$ cat config.mk
export PLATFORM = sky130hd
export DESIGN_NAME = text_term_writer_flat
export DESIGN_NICKNAME = d
export VERILOG_FILES = /design/src/rtl/ppu_pkg.sv /design/src/rtl/text_term_writer_if.sv /design/src/rtl/text_cursor.sv /design/src/rtl/text_term_writer.sv /design/src/flat_wrapper.sv
export SDC_FILE = /design/constraint.sdc
export NUM_CORES = 1
export LEC_CHECK = 0
export ABC_AREA = 0
export CORE_MARGIN = 2
export CORE_UTILIZATION = 38
export CTS_CLUSTER_DIAMETER = 200
export DETAILED_ROUTE_END_ITERATION = 16
export GPL_TIMING_DRIVEN = 1
export PLACE_DENSITY = 0.61
export SLEW_MARGIN = 10
export SYNTH_ARGS = -nofsm -noshare
export SYNTH_HDL_FRONTEND = slang
export SYNTH_SLANG_ARGS = --single-unit
$ cat constraint.sdc
create_clock -name clk -period 3.1 [get_ports clk]
set_input_delay 0.31 -clock clk [delete_from_list [all_inputs] [get_ports clk]]
set_output_delay 0.31 -clock clk [all_outputs]
set_load 0.02 [all_outputs]
$ cat src/rtl/ppu_pkg.sv
// rtl/ppu_pkg.sv - shared text-mode geometry, control codes and writer state types
package ppu_pkg;

   localparam int TEXTCOL  = 64;
   localparam int TEXTROW  = 37;
   localparam int ADDRW    = 12;
   localparam int BUFFSIZE = TEXTCOL * TEXTROW;
   localparam int COLW     = 6;
   localparam int ROWW     = 6;

   localparam logic [7:0] FILL  = 8'h20;
   localparam logic [7:0] CC_BS = 8'h08;
   localparam logic [7:0] CC_LF = 8'h0A;
   localparam logic [7:0] CC_FF = 8'h0C;
   localparam logic [7:0] CC_CR = 8'h0D;

   typedef enum logic [1:0] {
      ST_CLEAR,
      ST_IDLE,
      ST_SCROLL_CP,
      ST_SCROLL_CLR
   } tw_state_t;

   typedef enum logic [2:0] {
      CUR_HOLD,
      CUR_ADV,
      CUR_NL,
      CUR_CR,
      CUR_BS,
      CUR_HOME,
      CUR_LAST
   } cur_op_t;

   function automatic logic [ADDRW-1:0] cell_addr(input logic [COLW-1:0] col,
                                                  input logic [ROWW-1:0] row);
      return ADDRW'(row) * ADDRW'(TEXTCOL) + ADDRW'(col);
   endfunction

endpackage

$ cat src/rtl/text_term_writer_if.sv
// rtl/text_term_writer_if.sv - byte input, video memory port and status of the text writer
interface text_term_writer_if;

   logic                        in_valid;
   logic [7:0]                  in_data;
   logic                        in_ready;
   logic                        vm_we;
   logic [ppu_pkg::ADDRW-1:0]   vm_waddr;
   logic [7:0]                  vm_wdata;
   logic [ppu_pkg::ADDRW-1:0]   vm_raddr;
   logic [7:0]                  vm_rdata;
   logic [ppu_pkg::COLW-1:0]    cur_col;
   logic [ppu_pkg::ROWW-1:0]    cur_row;
   logic                        busy;

   modport master (
      output in_valid, in_data, vm_rdata,
      input  in_ready, vm_we, vm_waddr, vm_wdata, vm_raddr, cur_col, cur_row, busy
   );

   modport slave (
      input  in_valid, in_data, vm_rdata,
      output in_ready, vm_we, vm_waddr, vm_wdata, vm_raddr, cur_col, cur_row, busy
   );

endinterface

$ cat src/rtl/text_cursor.sv
// rtl/text_cursor.sv - cursor position register with advance/newline/backspace/home operations
module text_cursor
   import ppu_pkg::*;
(
   input  logic             clk,
   input  logic             rst,
   input  cur_op_t          op_i,
   output logic [COLW-1:0]  col_o,
   output logic [ROWW-1:0]  row_o,
   output logic [ADDRW-1:0] addr_o,
   output logic [ADDRW-1:0] bs_addr_o,
   output logic             home_o,
   output logic             wrap_o
);

   localparam logic [COLW-1:0] LAST_COL = COLW'(TEXTCOL - 1);
   localparam logic [ROWW-1:0] LAST_ROW = ROWW'(TEXTROW - 1);

   logic [COLW-1:0] col_q, col_d, bs_col;
   logic [ROWW-1:0] row_q, row_d, bs_row;
   logic            last_col, last_row;

   assign last_col = (col_q == LAST_COL);
   assign last_row = (row_q == LAST_ROW);

   // Cell that a backspace lands on; meaningless at (0,0), where home_o gates its use.
   always_comb begin
      bs_col = col_q - 1'b1;
      bs_row = row_q;
      if (col_q == '0) begin
         bs_col = LAST_COL;
         bs_row = row_q - 1'b1;
      end
   end

   always_comb begin
      col_d  = col_q;
      row_d  = row_q;
      wrap_o = 1'b0;
      case (op_i)
         CUR_ADV: begin
            if (last_col) begin
               col_d = '0;
               if (last_row) wrap_o = 1'b1;
               else          row_d  = row_q + 1'b1;
            end else begin
               col_d = col_q + 1'b1;
            end
         end
         CUR_NL: begin
            col_d = '0;
            if (last_row) wrap_o = 1'b1;
            else          row_d  = row_q + 1'b1;
         end
         CUR_CR:   col_d = '0;
         CUR_BS: begin
            if (!home_o) begin
               col_d = bs_col;
               row_d = bs_row;
            end
         end
         CUR_HOME: begin
            col_d = '0;
            row_d = '0;
         end
         CUR_LAST: begin
            col_d = '0;
            row_d = LAST_ROW;
         end
         default: ;
      endcase
   end

   always_ff @(posedge clk) begin
      if (rst) begin
         col_q <= '0;
         row_q <= '0;
      end else begin
         col_q <= col_d;
         row_q <= row_d;
      end
   end

   assign home_o    = (col_q == '0) && (row_q == '0);
   assign col_o     = col_q;
   assign row_o     = row_q;
   assign addr_o    = cell_addr(col_q, row_q);
   assign bs_addr_o = cell_addr(bs_col, bs_row);

endmodule

$ cat src/rtl/text_term_writer.sv
// rtl/text_term_writer.sv - byte stream to text video memory writer with clear and scroll
module text_term_writer
   import ppu_pkg::*;
(
   input  logic               clk,
   input  logic               rst,
   text_term_writer_if.slave  bus
);

   localparam logic [ADDRW-1:0] LAST_CELL = ADDRW'(BUFFSIZE - 1);
   localparam logic [ADDRW-1:0] LAST_ROW0 = ADDRW'((TEXTROW - 1) * TEXTCOL);

   tw_state_t        state_q, state_d;
   logic [ADDRW-1:0] ptr_q, ptr_d;
   logic             we_q, we_d;
   logic [ADDRW-1:0] waddr_q, waddr_d;
   logic [7:0]       wdata_q, wdata_d;
   logic [ADDRW-1:0] raddr_q, raddr_d;
   logic             rd_q, rd_d;
   logic             rd_data_q;
   logic [ADDRW-1:0] rd_addr_q;
   logic             in_ready_q, in_ready_d;
   logic             busy_q;

   cur_op_t          cur_op;
   logic [COLW-1:0]  cur_col;
   logic [ROWW-1:0]  cur_row;
   logic [ADDRW-1:0] cur_addr, bs_addr;
   logic             cur_home, cur_wrap;
   logic             accept, printable;

   assign accept    = (state_q == ST_IDLE) && bus.in_valid && in_ready_q;
   assign printable = (bus.in_data >= 8'h20);

   text_cursor u_cursor (
      .clk       (clk),
      .rst       (rst),
      .op_i      (cur_op),
      .col_o     (cur_col),
      .row_o     (cur_row),
      .addr_o    (cur_addr),
      .bs_addr_o (bs_addr),
      .home_o    (cur_home),
      .wrap_o    (cur_wrap)
   );

   // Cursor command is decoded on its own so the wrap flag can feed the FSM without a loop.
   always_comb begin
      cur_op = CUR_HOLD;
      if (accept) begin
         if (printable) cur_op = CUR_ADV;
         else if (bus.in_data == CC_CR) cur_op = CUR_CR;
         else if (bus.in_data == CC_LF) cur_op = CUR_NL;
         else if (bus.in_data == CC_BS) cur_op = CUR_BS;
      end else if (state_q == ST_CLEAR && ptr_q == LAST_CELL) begin
         cur_op = CUR_HOME;
      end else if (state_q == ST_SCROLL_CLR && ptr_q == LAST_CELL) begin
         cur_op = CUR_LAST;
      end
   end

   always_comb begin
      state_d = state_q;
      ptr_d   = ptr_q;
      we_d    = 1'b0;
      waddr_d = waddr_q;
      wdata_d = wdata_q;
      raddr_d = raddr_q;
      rd_d    = 1'b0;
      case (state_q)
         ST_CLEAR: begin
            we_d    = 1'b1;
            waddr_d = ptr_q;
            wdata_d = FILL;
            if (ptr_q == LAST_CELL) begin
               state_d = ST_IDLE;
               ptr_d   = '0;
            end else begin
               ptr_d = ptr_q + 1'b1;
            end
         end
         ST_IDLE: begin
            if (accept) begin
               if (printable) begin
                  we_d    = 1'b1;
                  waddr_d = cur_addr;
                  wdata_d = bus.in_data;
               end else if (bus.in_data == CC_BS && !cur_home) begin
                  we_d    = 1'b1;
                  waddr_d = bs_addr;
                  wdata_d = FILL;
               end else if (bus.in_data == CC_FF) begin
                  state_d = ST_CLEAR;
                  ptr_d   = '0;
               end
               if (cur_wrap) begin
                  state_d = ST_SCROLL_CP;
                  raddr_d = ADDRW'(TEXTCOL);
                  rd_d    = 1'b1;
                  ptr_d   = ADDRW'(TEXTCOL + 1);
               end
            end
         end
         ST_SCROLL_CP: begin
            if (ptr_q < ADDRW'(BUFFSIZE)) begin
               raddr_d = ptr_q;
               rd_d    = 1'b1;
               ptr_d   = ptr_q + 1'b1;
            end
            // vm_rdata now holds the cell read two edges ago; move it up one row.
            if (rd_data_q) begin
               we_d    = 1'b1;
               waddr_d = rd_addr_q - ADDRW'(TEXTCOL);
               wdata_d = bus.vm_rdata;
               if (rd_addr_q == LAST_CELL) begin
                  state_d = ST_SCROLL_CLR;
                  ptr_d   = LAST_ROW0;
               end
            end
         end
         ST_SCROLL_CLR: begin
            we_d    = 1'b1;
            waddr_d = ptr_q;
            wdata_d = FILL;
            if (ptr_q == LAST_CELL) begin
               state_d = ST_IDLE;
               ptr_d   = '0;
            end else begin
               ptr_d = ptr_q + 1'b1;
            end
         end
         default: state_d = ST_CLEAR;
      endcase
      in_ready_d = (state_d == ST_IDLE);
   end

   always_ff @(posedge clk) begin
      if (rst) begin
         state_q    <= ST_CLEAR;
         ptr_q      <= '0;
         we_q       <= 1'b0;
         waddr_q    <= '0;
         wdata_q    <= '0;
         raddr_q    <= '0;
         rd_q       <= 1'b0;
         rd_data_q  <= 1'b0;
         rd_addr_q  <= '0;
         in_ready_q <= 1'b0;
         busy_q     <= 1'b1;
      end else begin
         state_q    <= state_d;
         ptr_q      <= ptr_d;
         we_q       <= we_d;
         waddr_q    <= waddr_d;
         wdata_q    <= wdata_d;
         raddr_q    <= raddr_d;
         rd_q       <= rd_d;
         rd_data_q  <= rd_q;
         rd_addr_q  <= raddr_q;
         in_ready_q <= in_ready_d;
         busy_q     <= ~in_ready_d;
      end
   end

   assign bus.in_ready = in_ready_q;
   assign bus.vm_we    = we_q;
   assign bus.vm_waddr = waddr_q;
   assign bus.vm_wdata = wdata_q;
   assign bus.vm_raddr = raddr_q;
   assign bus.cur_col  = cur_col;
   assign bus.cur_row  = cur_row;
   assign bus.busy     = busy_q;

endmodule

$ cat src/flat_wrapper.sv
// flat-port wrapper written by rule: the top's interface ports become plain ports
module text_term_writer_flat import ppu_pkg::*;
  (clk, rst, bus_in_valid, bus_in_data, bus_vm_rdata, bus_in_ready, bus_vm_we, bus_vm_waddr, bus_vm_wdata, bus_vm_raddr, bus_cur_col, bus_cur_row, bus_busy);
  text_term_writer_if bus_i ();
  input  logic clk;
  input  logic rst;
  input wire logic [$bits(bus_i.in_valid)-1:0] bus_in_valid;
  input wire logic [$bits(bus_i.in_data)-1:0] bus_in_data;
  input wire logic [$bits(bus_i.vm_rdata)-1:0] bus_vm_rdata;
  output wire logic [$bits(bus_i.in_ready)-1:0] bus_in_ready;
  output wire logic [$bits(bus_i.vm_we)-1:0] bus_vm_we;
  output wire logic [$bits(bus_i.vm_waddr)-1:0] bus_vm_waddr;
  output wire logic [$bits(bus_i.vm_wdata)-1:0] bus_vm_wdata;
  output wire logic [$bits(bus_i.vm_raddr)-1:0] bus_vm_raddr;
  output wire logic [$bits(bus_i.cur_col)-1:0] bus_cur_col;
  output wire logic [$bits(bus_i.cur_row)-1:0] bus_cur_row;
  output wire logic [$bits(bus_i.busy)-1:0] bus_busy;
  assign bus_i.in_valid = bus_in_valid;
  assign bus_i.in_data = bus_in_data;
  assign bus_i.vm_rdata = bus_vm_rdata;
  assign bus_in_ready = bus_i.in_ready;
  assign bus_vm_we = bus_i.vm_we;
  assign bus_vm_waddr = bus_i.vm_waddr;
  assign bus_vm_wdata = bus_i.vm_wdata;
  assign bus_vm_raddr = bus_i.vm_raddr;
  assign bus_cur_col = bus_i.cur_col;
  assign bus_cur_row = bus_i.cur_row;
  assign bus_busy = bus_i.busy;
  text_term_writer u_core (.clk(clk), .rst(rst), .bus(bus_i));
endmodule
; ---- After elaboration in Yosys (flattened, before gate mapping)
; Index checks and enable logic that the tools add are counted.
[word_totals]
reg_bits = 75
input_bits = 19
wordCells = 133
[op_classes]
addsub = 8
n_lt_le_gt_ge = 2
n_eq_ne = 28
mux = 61
n_bitwise = 1
n_reduce_logical = 20
[ops]
columns = cell, n
row1 = $mux 12, 16
row2 = $pmux 12 s3, 2
row3 = $mux 6, 7
row4 = $eq 8x4->1 const B, 4
row5 = $mux 8, 4
row6 = $pmux 6 s5, 1
row7 = $add 12x6->12, 2
row8 = $eq 12x12->1 const B, 2
row9 = $pmux 12 s2, 1
row10 = $pmux 8 s3, 1
row11 = $mux 3, 7
row12 = $pmux 6 s3, 1
row13 = $mux 2, 8
row14 = $add 12x1->12 const B, 1
row15 = $add 6x1->6 const B, 2
row16 = $eq 6x6->1 const B, 2
row17 = $logic_not 6->1, 2
row18 = $lt 12x12->1 const B, 1
row19 = $ne 3x2->1 const B, 4
row20 = $sub 12x7->12 const B, 1
row21 = $sub 6x1->6 const B, 2
row22 = $eq 3x3->1 const B, 3
row23 = $mux 1, 9
row24 = $ge 8x6->1 const B, 1
row25 = other kinds (21), 36

; ---- Depth between registers and ports, before layout
; Gate-level depths: netlist of the first run.
[depth]
depth_word = 13
ltp_mapped = 11

; ---- Modules after synthesis
; Synthesis of the first run repeated with hierarchy kept, for this count alone.
[unflattened]
hier_cells = 607
hier_area_um2 = 4795.8
[by_module_without_submodules]
columns = module, n_inst, cells_per_inst, area_each_um2
row1 = text_term_writer, 1, 425, 3478.3
row2 = text_cursor, 1, 182, 1317.5

; ---- Worst setup path after synthesis of the first run
; Ideal clock, no wire load.
[synth_timing]
kind = reg2reg
from = reg u_core.u_cursor.col_q[0] (netlist: u_core.u_cursor.col_o[0])
to = reg u_core.u_cursor.row_q[4] (netlist: u_core.u_cursor.row_o[4])
setup_time_ns = 0.132
arrival_ns = 2.631
t_required_ns = 2.968
setup_slack_ns = 0.336
stages_incl_launch_ff = 10
n_path_buf = 1
path_cell_list = dfxtp_1 > ha_1 > nand3_1 > or4b_2 > a2bb2oi_1 > a22o_1 > or3_4 > buf_6 > o31ai_1 > a21oi_1
[synth_via]
elab_chain_cells = 4
word_cells_on_any_way = 9
cone_classes = 3 x eq/ne / 3 x mux / 3 x reduce/logical
[synth_lines]
columns = element, line_no
row1 = from (decl), text_cursor.sv:19  ; logic [COLW-1:0] col_q, col_d, bs_col;
row2 = from (signal assigned), text_cursor.sv:79  ; col_q <= col_d;
row3 = $logic_not 6->1, "text_cursor.sv:30, text_cursor.sv:84"
row4 = $mux 6 or $logic_and 1x1->1 (tied branches), "text_cursor.sv:30, text_cursor.sv:84"
row5 = $mux 6 or $ne 2x2->1 (tied branches), -
row6 = $pmux 6 s5 or $reduce_and 3->1 (tied branches), -
row7 = to (signal assigned), text_cursor.sv:80  ; row_q <= row_d;
row8 = to (decl), text_cursor.sv:20  ; logic [ROWW-1:0] row_q, row_d, bs_row;
; Several ways; a longest one is shown, not always the timed one. The select of a mux whose other input is x is not followed.
; A chain may end at the register's enable or synchronous reset.

; ---- Final worst setup path of the first run
[layout_timing]
from = reg u_core.state_q[0]
to = reg u_core.ptr_q[4]
[layout_via]
elab_chain_cells = 10
word_cells_on_any_way = 23
cone_classes = 9 x eq/ne / 7 x mux / 7 x reduce/logical
[layout_lines]
columns = element, line_no
row1 = from (decl), text_term_writer.sv:13  ; tw_state_t state_q, state_d;
row2 = from (signal assigned), text_term_writer.sv:151  ; state_q <= state_d;
row3 = $eq 2x2->1, "text_term_writer.sv:57, text_term_writer.sv:70"
row4 = $logic_and 1x1->1, text_term_writer.sv:57  ; end else if (state_q == ST_SCROLL_CLR && ptr_q == LAST_CELL) begin
row5 = $mux 3, text_term_writer.sv:57
row6 = $mux 3, text_term_writer.sv:55  ; end else if (state_q == ST_CLEAR && ptr_q == LAST_CELL) begin
row7 = $mux 3, text_term_writer.sv:50  ; if (accept) begin
row8 = $eq 3x2->1 or $eq 3x1->1 (tied branches), text_cursor.sv:40  ; case (op_i)
row9 = $pmux 1 s2, text_cursor.sv:40
row10 = $mux 12, text_term_writer.sv:96  ; if (cur_wrap) begin
row11 = $mux 12, text_term_writer.sv:83  ; if (accept) begin
row12 = $pmux 12 s3, text_term_writer.sv:70  ; case (state_q)
row13 = to (signal assigned), text_term_writer.sv:152  ; ptr_q <= ptr_d;
row14 = to (decl), text_term_writer.sv:14  ; logic [ADDRW-1:0] ptr_q, ptr_d;
; Several ways; a longest one is shown, not always the timed one. The select of a mux whose other input is x is not followed.

==> impl_results.md, run 1 <==
- Status: complete, no violations
- Startpoint types: flip-flop
- Crit path from: u_core.state_q[0]
- Final net count: 682
- Final period util: 0.938
- TritonRoute pass-1 iters: 5
- DR DRC count: 0
- CTS root buf: clkbuf_16
- Reg-to-reg slack, setup: 0.19 ns
- Commonest cells after routing, fill and taps aside: dfxtp_1, nand2_1, clkdlybuf4s50_1
- RSZ-0062 raised after global routing: false
- Worst-Skew Late Latency: around 0.34 ns
- Largest net degree at the start of global routing: 36
- CP endpoint kind: flip-flop
- Final antenna-violating net count: 0
- Top FF cell, synth: dfxtp_1
- Power per cell area: 392 nW/um^2
- Vias in the first global route: 4274
- Post-cts resize count: 0
- Seq cells post-synth: between 70 and 80
- Core region area: approximately 11000 um^2
- Synth warn: 0
- Post-Route WL: about 14 mm
- # clock sinks: 75
- Die ar.: roughly 12000 um^2
- Pleak: 2.08 nW
- Peak Freq: ~340 MHz
- Reg2Reg Capture Point: u_core.ptr_q[4]
- Register area: 1500 um^2
- Post-synthesis compound-gate area fraction: 0.285
- Mux cell area share after synthesis: 0
- Final Skew: approximately 0.007 ns
- Critical Path RT: 3.37 ns
- Total track usage: 0.221
- Final Hold Fails: 0
- CP endpoint: u_core.ptr_q[4]
- Worst slew margin: 0.510
- Iter 0 DRT Violations: 418
- Starting Density: 0.386
- EDFF count, synth: 0
- Largest family of logic cells by synthesized area: compound AO/OA/AOI/OAI gates
- Vias: 4537
- # hold bufs at CTS: 0
- Buffers on Ports: 65
- Setup TNS: 0 ns
- Die X: around 110 um
- Crit path kind: reg -> reg
- Gpl congestion: 0.925
- Via density: around 5.7
- Max Cap Violations: 0
- Post-Synth XOR/XNOR Area: 0.0240
- Layout cells sized above 1: 0.128
- R2r startpoint: u_core.state_q[0]
- Clock slew at reported path FFs: 0.06 ns
- Per-cell routed wire length: 17.3 um
- Post-Syn Area: 4370 um^2
- Footprint of the multi-input gates: 2620 um^2
- FP Rows: 39
- Maximum VDD drop: 0.000254 V
- Worst reg-to-reg path cell count: 10
- Sequential fraction of the synthesis area: 0.343
- Initial antenna violation count: 0
- TritonCTS clock tree: built
- Global-route wire length before repair: 22.0 mm
- Post-CTS Setup Bufs: 0
- Setup Viol. Count Final: 0
- Detailed Place HPWL: 10.0 mm
- Chip Height: 111 um
- Fillers: 1107
- Post-Syn Instances: 569
- Pins over their slew limit: 0
- Post-synth ARST share: 0
- Htree depth: 3
- Worst slew pin tran: 0.733 ns
- Final setup margin: ~0.19 ns
- HP Class: in -> reg
- Simple-gate share of the synthesized area: 0.255
- Post-Place Worst Slack: ~0.05 ns
- Worst EP arrival: 3.18 ns
- Area grow syn2layout: 31.0%
- Minimum clock period: 2.91 ns
- Global route overflow: 0
- Commonest non-fill, non-tap cell in the layout: dfxtp_1
- Number of CTS-inserted buffers: 9
- I/O Pins: 66
- Syn Area/Cell: 7.68 um^2
- Synth cell types: just under 70
- # diodes: 0
- Max clock buf depth: 2
- Crit Path Max Fanout: 11
- Fraction of the mapped netlist area in adder cells: 0.0343
- Mapped Nets: 600
synthesized netlist by cell type (9+ instances only):
master	number	area, um^2
ha_1	12	150
nor3_1	12	60.1
a211oi_1	9	67.6
a221oi_1	12	105
a21oi_1	57	285
nand3_1	17	85.1
o31ai_1	14	105
inv_1	16	60.1
nor2b_1	16	100
nor2_1	47	176
clkbuf_1	38	143
o21ai_0	37	185
nand2_1	64	240
dfxtp_1	75	1500
critical path, stage by stage, from the launching register on:
cell       delay, ns
dfxtp_1         0.36
inv_1           0.14
ha_1            0.22
inv_1           0.05
or4b_2          0.65
a2bb2oi_1       0.18
o21ai_1         0.29
a21oi_1         0.11
buf_4           0.19
or4_1           0.51
a21oi_1         0.14
per-layer routing:
| layer | up-vias | track usage | routed length, um |
|---|---|---|---|
| li1 | 2261 | - | - |
| met1 | 2104 | 0.305 | 6680 |
| met2 | 149 | 0.339 | 6090 |
| met3 | 23 | 0.0481 | 736 |
| met4 | 0 | 0.0782 | 320 |
| met5 | - | 0 | 0 |
sequential cells by signal, summed over array words and instances (netlist names):
| signal | count |
|---|---|
| u_core.bus.vm_raddr | 12 |
| u_core.bus.vm_waddr | 12 |
| u_core.ptr_q | 12 |
| u_core.rd_addr_q | 12 |
| u_core.bus.vm_wdata | 8 |
| u_core.u_cursor.col_o | 6 |
| u_core.u_cursor.row_o | 6 |
| u_core.state_q | 2 |
| u_core.bus.busy | 1 |
| u_core.bus.in_ready | 1 |
| u_core.bus.vm_we | 1 |
| u_core.rd_data_q | 1 |
| u_core.rd_q | 1 |
worst min path at each step:
| stage | start | end | slack [ns] | cells past startpoint |
|---|---|---|---|---|
| global route | rst | u_core.ptr_q[7] | 0.30 | 2 |
| detailed placement | u_core.bus.vm_waddr[9] | u_core.bus.vm_waddr[9] | 0.45 | 2 |
| global placement | u_core.rd_q | u_core.rd_data_q | 0.42 | 1 |
| finish | rst | u_core.ptr_q[7] | 0.29 | 2 |
| CTS | rst | u_core.ptr_q[7] | 0.28 | 2 |
| floorplan | rst | u_core.rd_addr_q[11] | 0.39 | 1 |
cell type report:
class	count	area share
inverters	17	0.0111
repair buffers	117	0.181
clock inverters	5	0.0149
flip-flops and latches	75	0.262
clock buffers	11	0.0424
well taps	143	0.0313
multi-input cells	431	0.457
through the flow:
stage	power (W)	cells	hold slack (ns)	cell area [um^2]	util
5_1_grt	0.00231	799	0.297	5730	0.506
2_1_floorplan	0.00104	569	0.390	4370	-
4_1_cts	0.00226	799	0.281	5730	0.506
3_5_place_dp	0.00110	783	0.447	5400	0.477
3_3_place_gp	0.00110	783	0.421	5400	0.477
6_report	0.00224	799	0.292	5730	0.506
cells by family (layout without fill, tap and decap cells):
| kind of cell | count (synthesis) | after routing |
|---|---|---|
| flip-flops | 75 | 75 |
| XOR/XNOR | 12 | 12 |
| adder cells (fa/ha/maj) | 12 | 12 |
| buffers and inverters | 63 | 150 |
| AND/OR/NAND/NOR | 218 | 218 |
| AO/OA/AOI/OAI | 189 | 189 |
power by group:
part	switching, W	internal [W]	total (W)
clock	0.000429	0.000732	0.00116
sequential	0.00000521	0.000970	0.000975
combinational	0.0000558	0.0000498	0.000106
(Power assumes the default switching activity.)
==> inputs of run 2 (changes only) <==
--- a/config.mk
+++ b/config.mk
@@ -6,10 +6,12 @@
 export NUM_CORES = 1
 export LEC_CHECK = 0
 export ABC_AREA = 0
+export ABC_CLOCK_PERIOD_IN_PS = 3100
 export CORE_MARGIN = 2
 export CORE_UTILIZATION = 38
 export CTS_CLUSTER_DIAMETER = 200
 export DETAILED_ROUTE_END_ITERATION = 16
+export GPL_ROUTABILITY_DRIVEN = 0
 export GPL_TIMING_DRIVEN = 1
 export PLACE_DENSITY = 0.61
 export SLEW_MARGIN = 10
==> run 2 against run 1 <==
Net effect:
- die area unchanged
- clock power down 9%
- utilization decreased by 0.42 points
- critical path depth is the same
- count of clock-buffer cells in the layout unchanged
- worst setup slack worse by 0.025 ns
- sequential share of layout area up 0.22 points
- via count grew 3.4%
- hold slack worse by 0.037 ns
- critical path type unchanged
- largest cell class unchanged
- largest power group unchanged
==> impl_results.md, run 2 (synthesis results as in run 1) <==
- Htree depth: 3 (unchanged)
- Die ar.: 12400 um^2 (unchanged)
- CP endpoint kind: flip-flop
- Worst-Skew Late Latency: 0.34 ns (about the same)
- FP Rows: 39 (unchanged)
- CP delay by family, top: simple AND/OR/NAND/NOR gates
- Number of CTS-inserted buffers: 9 (unchanged)
- Crit path kind: reg -> reg
- # clock sinks: 75 (unchanged)
- Met2 WL post-DR: 6.09 mm (about the same)
- Minimum clock period: 2.93 ns (+0.0252 ns)
- Inst Count DP: 781 (-0.26%)
- Power share of the clock group: 0.496 (-0.022)
- Die X: 111 um (unchanged)
- Slowest cell on crit path: or4b_2
- Layout cells sized above 1: 0.124 (-0.00420)
- Max clock buf depth: 2 (unchanged)
- TritonRoute pass-1 iters: 5 (unchanged)
- Net Sw Frac: 0.231 (+0.0127)
- Total track usage: 0.224 (+0.00359)
- Setup TNS: 0 ns (unchanged)
- Vias: 4689 (+3.4%)
- Internal: 0.00165 W (-5.9%)
- Met3 WL: 839 um (+14%)
- Startpoint types: flip-flop
- Post-cts resize count: 0 (unchanged)
- Critical Path RT: 3.37 ns (about the same)
- Non-Filler Instances: 797 (-0.25%)
- HP Class: in -> reg
- WP buf/inv: 3 (unchanged)
- Pins over their slew limit: 0 (unchanged)
- # hold bufs at CTS: 0 (unchanged)
- Initial antenna violation count: 0 (unchanged)
- TritonCTS clock tree: built
- Largest net degree at the start of global routing: 36 (unchanged)
- Worst slew pin tran: 0.754 ns (+0.0210 ns)
- DR DRC count: 0 (unchanged)
- RSZ-0062 raised after global routing: false
- Max stage delay on crit path: 0.66 ns (about the same)
- Global-route wire length before repair: 22.5 mm (+2.3%)
- Final antenna-violating net count: 0 (unchanged)
- Worst slew margin: 0.496 (-0.0140)
- Final Total Pwr: 0.00214 W (-4.3%)
- Setup Viol. Count Final: 0 (unchanged)
- Core region area: 11300 um^2 (unchanged)
- Commonest non-fill, non-tap cell in the layout: dfxtp_1
- Per-cell routed wire length: 17.4 um (+0.50%)
- Maximum VDD drop: 0.000216 V (-15%)
- Area grow syn2layout: 29.9%
- Crit Path Max Fanout: 11 (unchanged)
- Via density: 5.88 (+3.6%)
- Max Cap Violations: 0 (unchanged)
- M1 wire length: 6.41 mm (-4.0%)
- Iter 0 DRT Violations: 411 (-1.7%)
- Pleak: 2.05 nW (-1.4%)
- Status: complete, no violations
- Sequential power share: 0.455 (+0.020)
- Detailed Place HPWL: 10.0 mm (about the same)
- Crit path cell chain: inv_1 -> ha_1 -> inv_1 -> or4b_2 -> a2bb2oi_1 -> o21ai_1 -> a21oi_1 -> buf_4 -> or4_1 -> a21oi_1
- I/O Pins: 66 (unchanged)
- Buffers on Ports: 65 (unchanged)
- Global route overflow: 0 (unchanged)
- Post-CTS Setup Bufs: 0 (unchanged)
- Final Hold Fails: 0 (unchanged)
- CTS root buf: clkbuf_16
- Peak Freq: 341 MHz (-0.86%)
- Post-Route WL: 13.9 mm (+0.25%)
- Final period util: 0.946 (+0.00812)
- Power per cell area: 378 nW/um^2 (-3.5%)
- Final Skew: 0.00509 ns (-0.00171 ns)
- Starting Density: 0.386 (unchanged)
- Commonest cells after routing, fill and taps aside: dfxtp_1, nand2_1, clkdlybuf4s50_1
- Combinational power share: 0.049 (+0.002)
- Chip Height: 111 um (unchanged)
- Vias in the first global route: 4437 (+3.8%)
- Final net count: 680 (-0.29%)
- Highest metal layer with signal wires: met4
- Switching pwr: 0.000496 W (+1.2%)
- Fillers: 1114 (+0.63%)
- # diodes: 0 (unchanged)
- Clock slew at reported path FFs: 0.06 ns (about the same)
- Worst EP arrival: 3.21 ns (+0.03 ns)
-- run 2: cell count changes in the layout (fill, tap and decap cells not counted) --
cell        before  now
buf_4           52   50
bufinv_16        2    1
clkbuf_1         1    2
clkbuf_8         1    0
clkinvlp_4       1    2
-- run 2: final timing paths --
kind	startpoint	endpoint	slack, ns	cells past startpoint
min	rst	u_core.ptr_q[7]	0.25	2
max	u_core.state_q[0]	u_core.ptr_q[4]	0.17	10
max reg2reg	u_core.state_q[0]	u_core.ptr_q[4]	0.17	10
min reg2reg	u_core.rd_q	u_core.rd_data_q	0.44	1
-- run 2: layout make-up --
class / instances / area (um^2) / area share
clock inverters: 5 / 62.6 / 0.0110
repair buffers: 115 / 1020 / 0.180
well taps: 143 / 179 / 0.0315
multi-input cells: 431 / 2620 / 0.461
flip-flops and latches: 75 / 1500 / 0.264
inverters: 17 / 63.8 / 0.0112
clock buffers: 11 / 233 / 0.0410
-- run 2: routing by layer --
metal,GRT usage,vias to the layer above
met5,0,-
met4,0.102,0
met3,0.0344,35
met2,0.350,182
met1,0.305,2210
li1,-,2262
-- run 2: power groups by stage --
stage | clock network, W | logic (W) | registers (W)
2_1_floorplan | 0 | 0.0000390 | 0.00100
3_3_place_gp | 0 | 0.000103 | 0.000997
3_5_place_dp | 0 | 0.000103 | 0.000997
4_1_cts | 0.00108 | 0.000104 | 0.000975
5_1_grt | 0.00112 | 0.000113 | 0.000976
6_report | 0.00106 | 0.000105 | 0.000976
-- run 2: stage by stage --
| stage | worst slack, ns | area [um^2] | utilization | hold slack (ns) |
|---|---|---|---|---|
| after floorplan | 0.336 | 4370 | - | 0.390 |
| after global placement | -0.0317 | 5380 | 0.475 | 0.424 |
| after detailed placement | -0.0403 | 5380 | 0.475 | 0.427 |
| after CTS | 0.196 | 5680 | 0.502 | 0.246 |
| after global routing | 0.0289 | 5680 | 0.502 | 0.268 |
| final | 0.167 | 5680 | 0.502 | 0.255 |
==> inputs of run 3 (changes only) <==
--- a/config.mk
+++ b/config.mk
@@ -11,7 +11,6 @@
 export CORE_UTILIZATION = 38
 export CTS_CLUSTER_DIAMETER = 200
 export DETAILED_ROUTE_END_ITERATION = 16
-export GPL_ROUTABILITY_DRIVEN = 0
 export GPL_TIMING_DRIVEN = 1
 export PLACE_DENSITY = 0.61
 export SLEW_MARGIN = 10
==> results of run 3 <==
The final DEF is identical to that of run 1; final timing and power are the same.
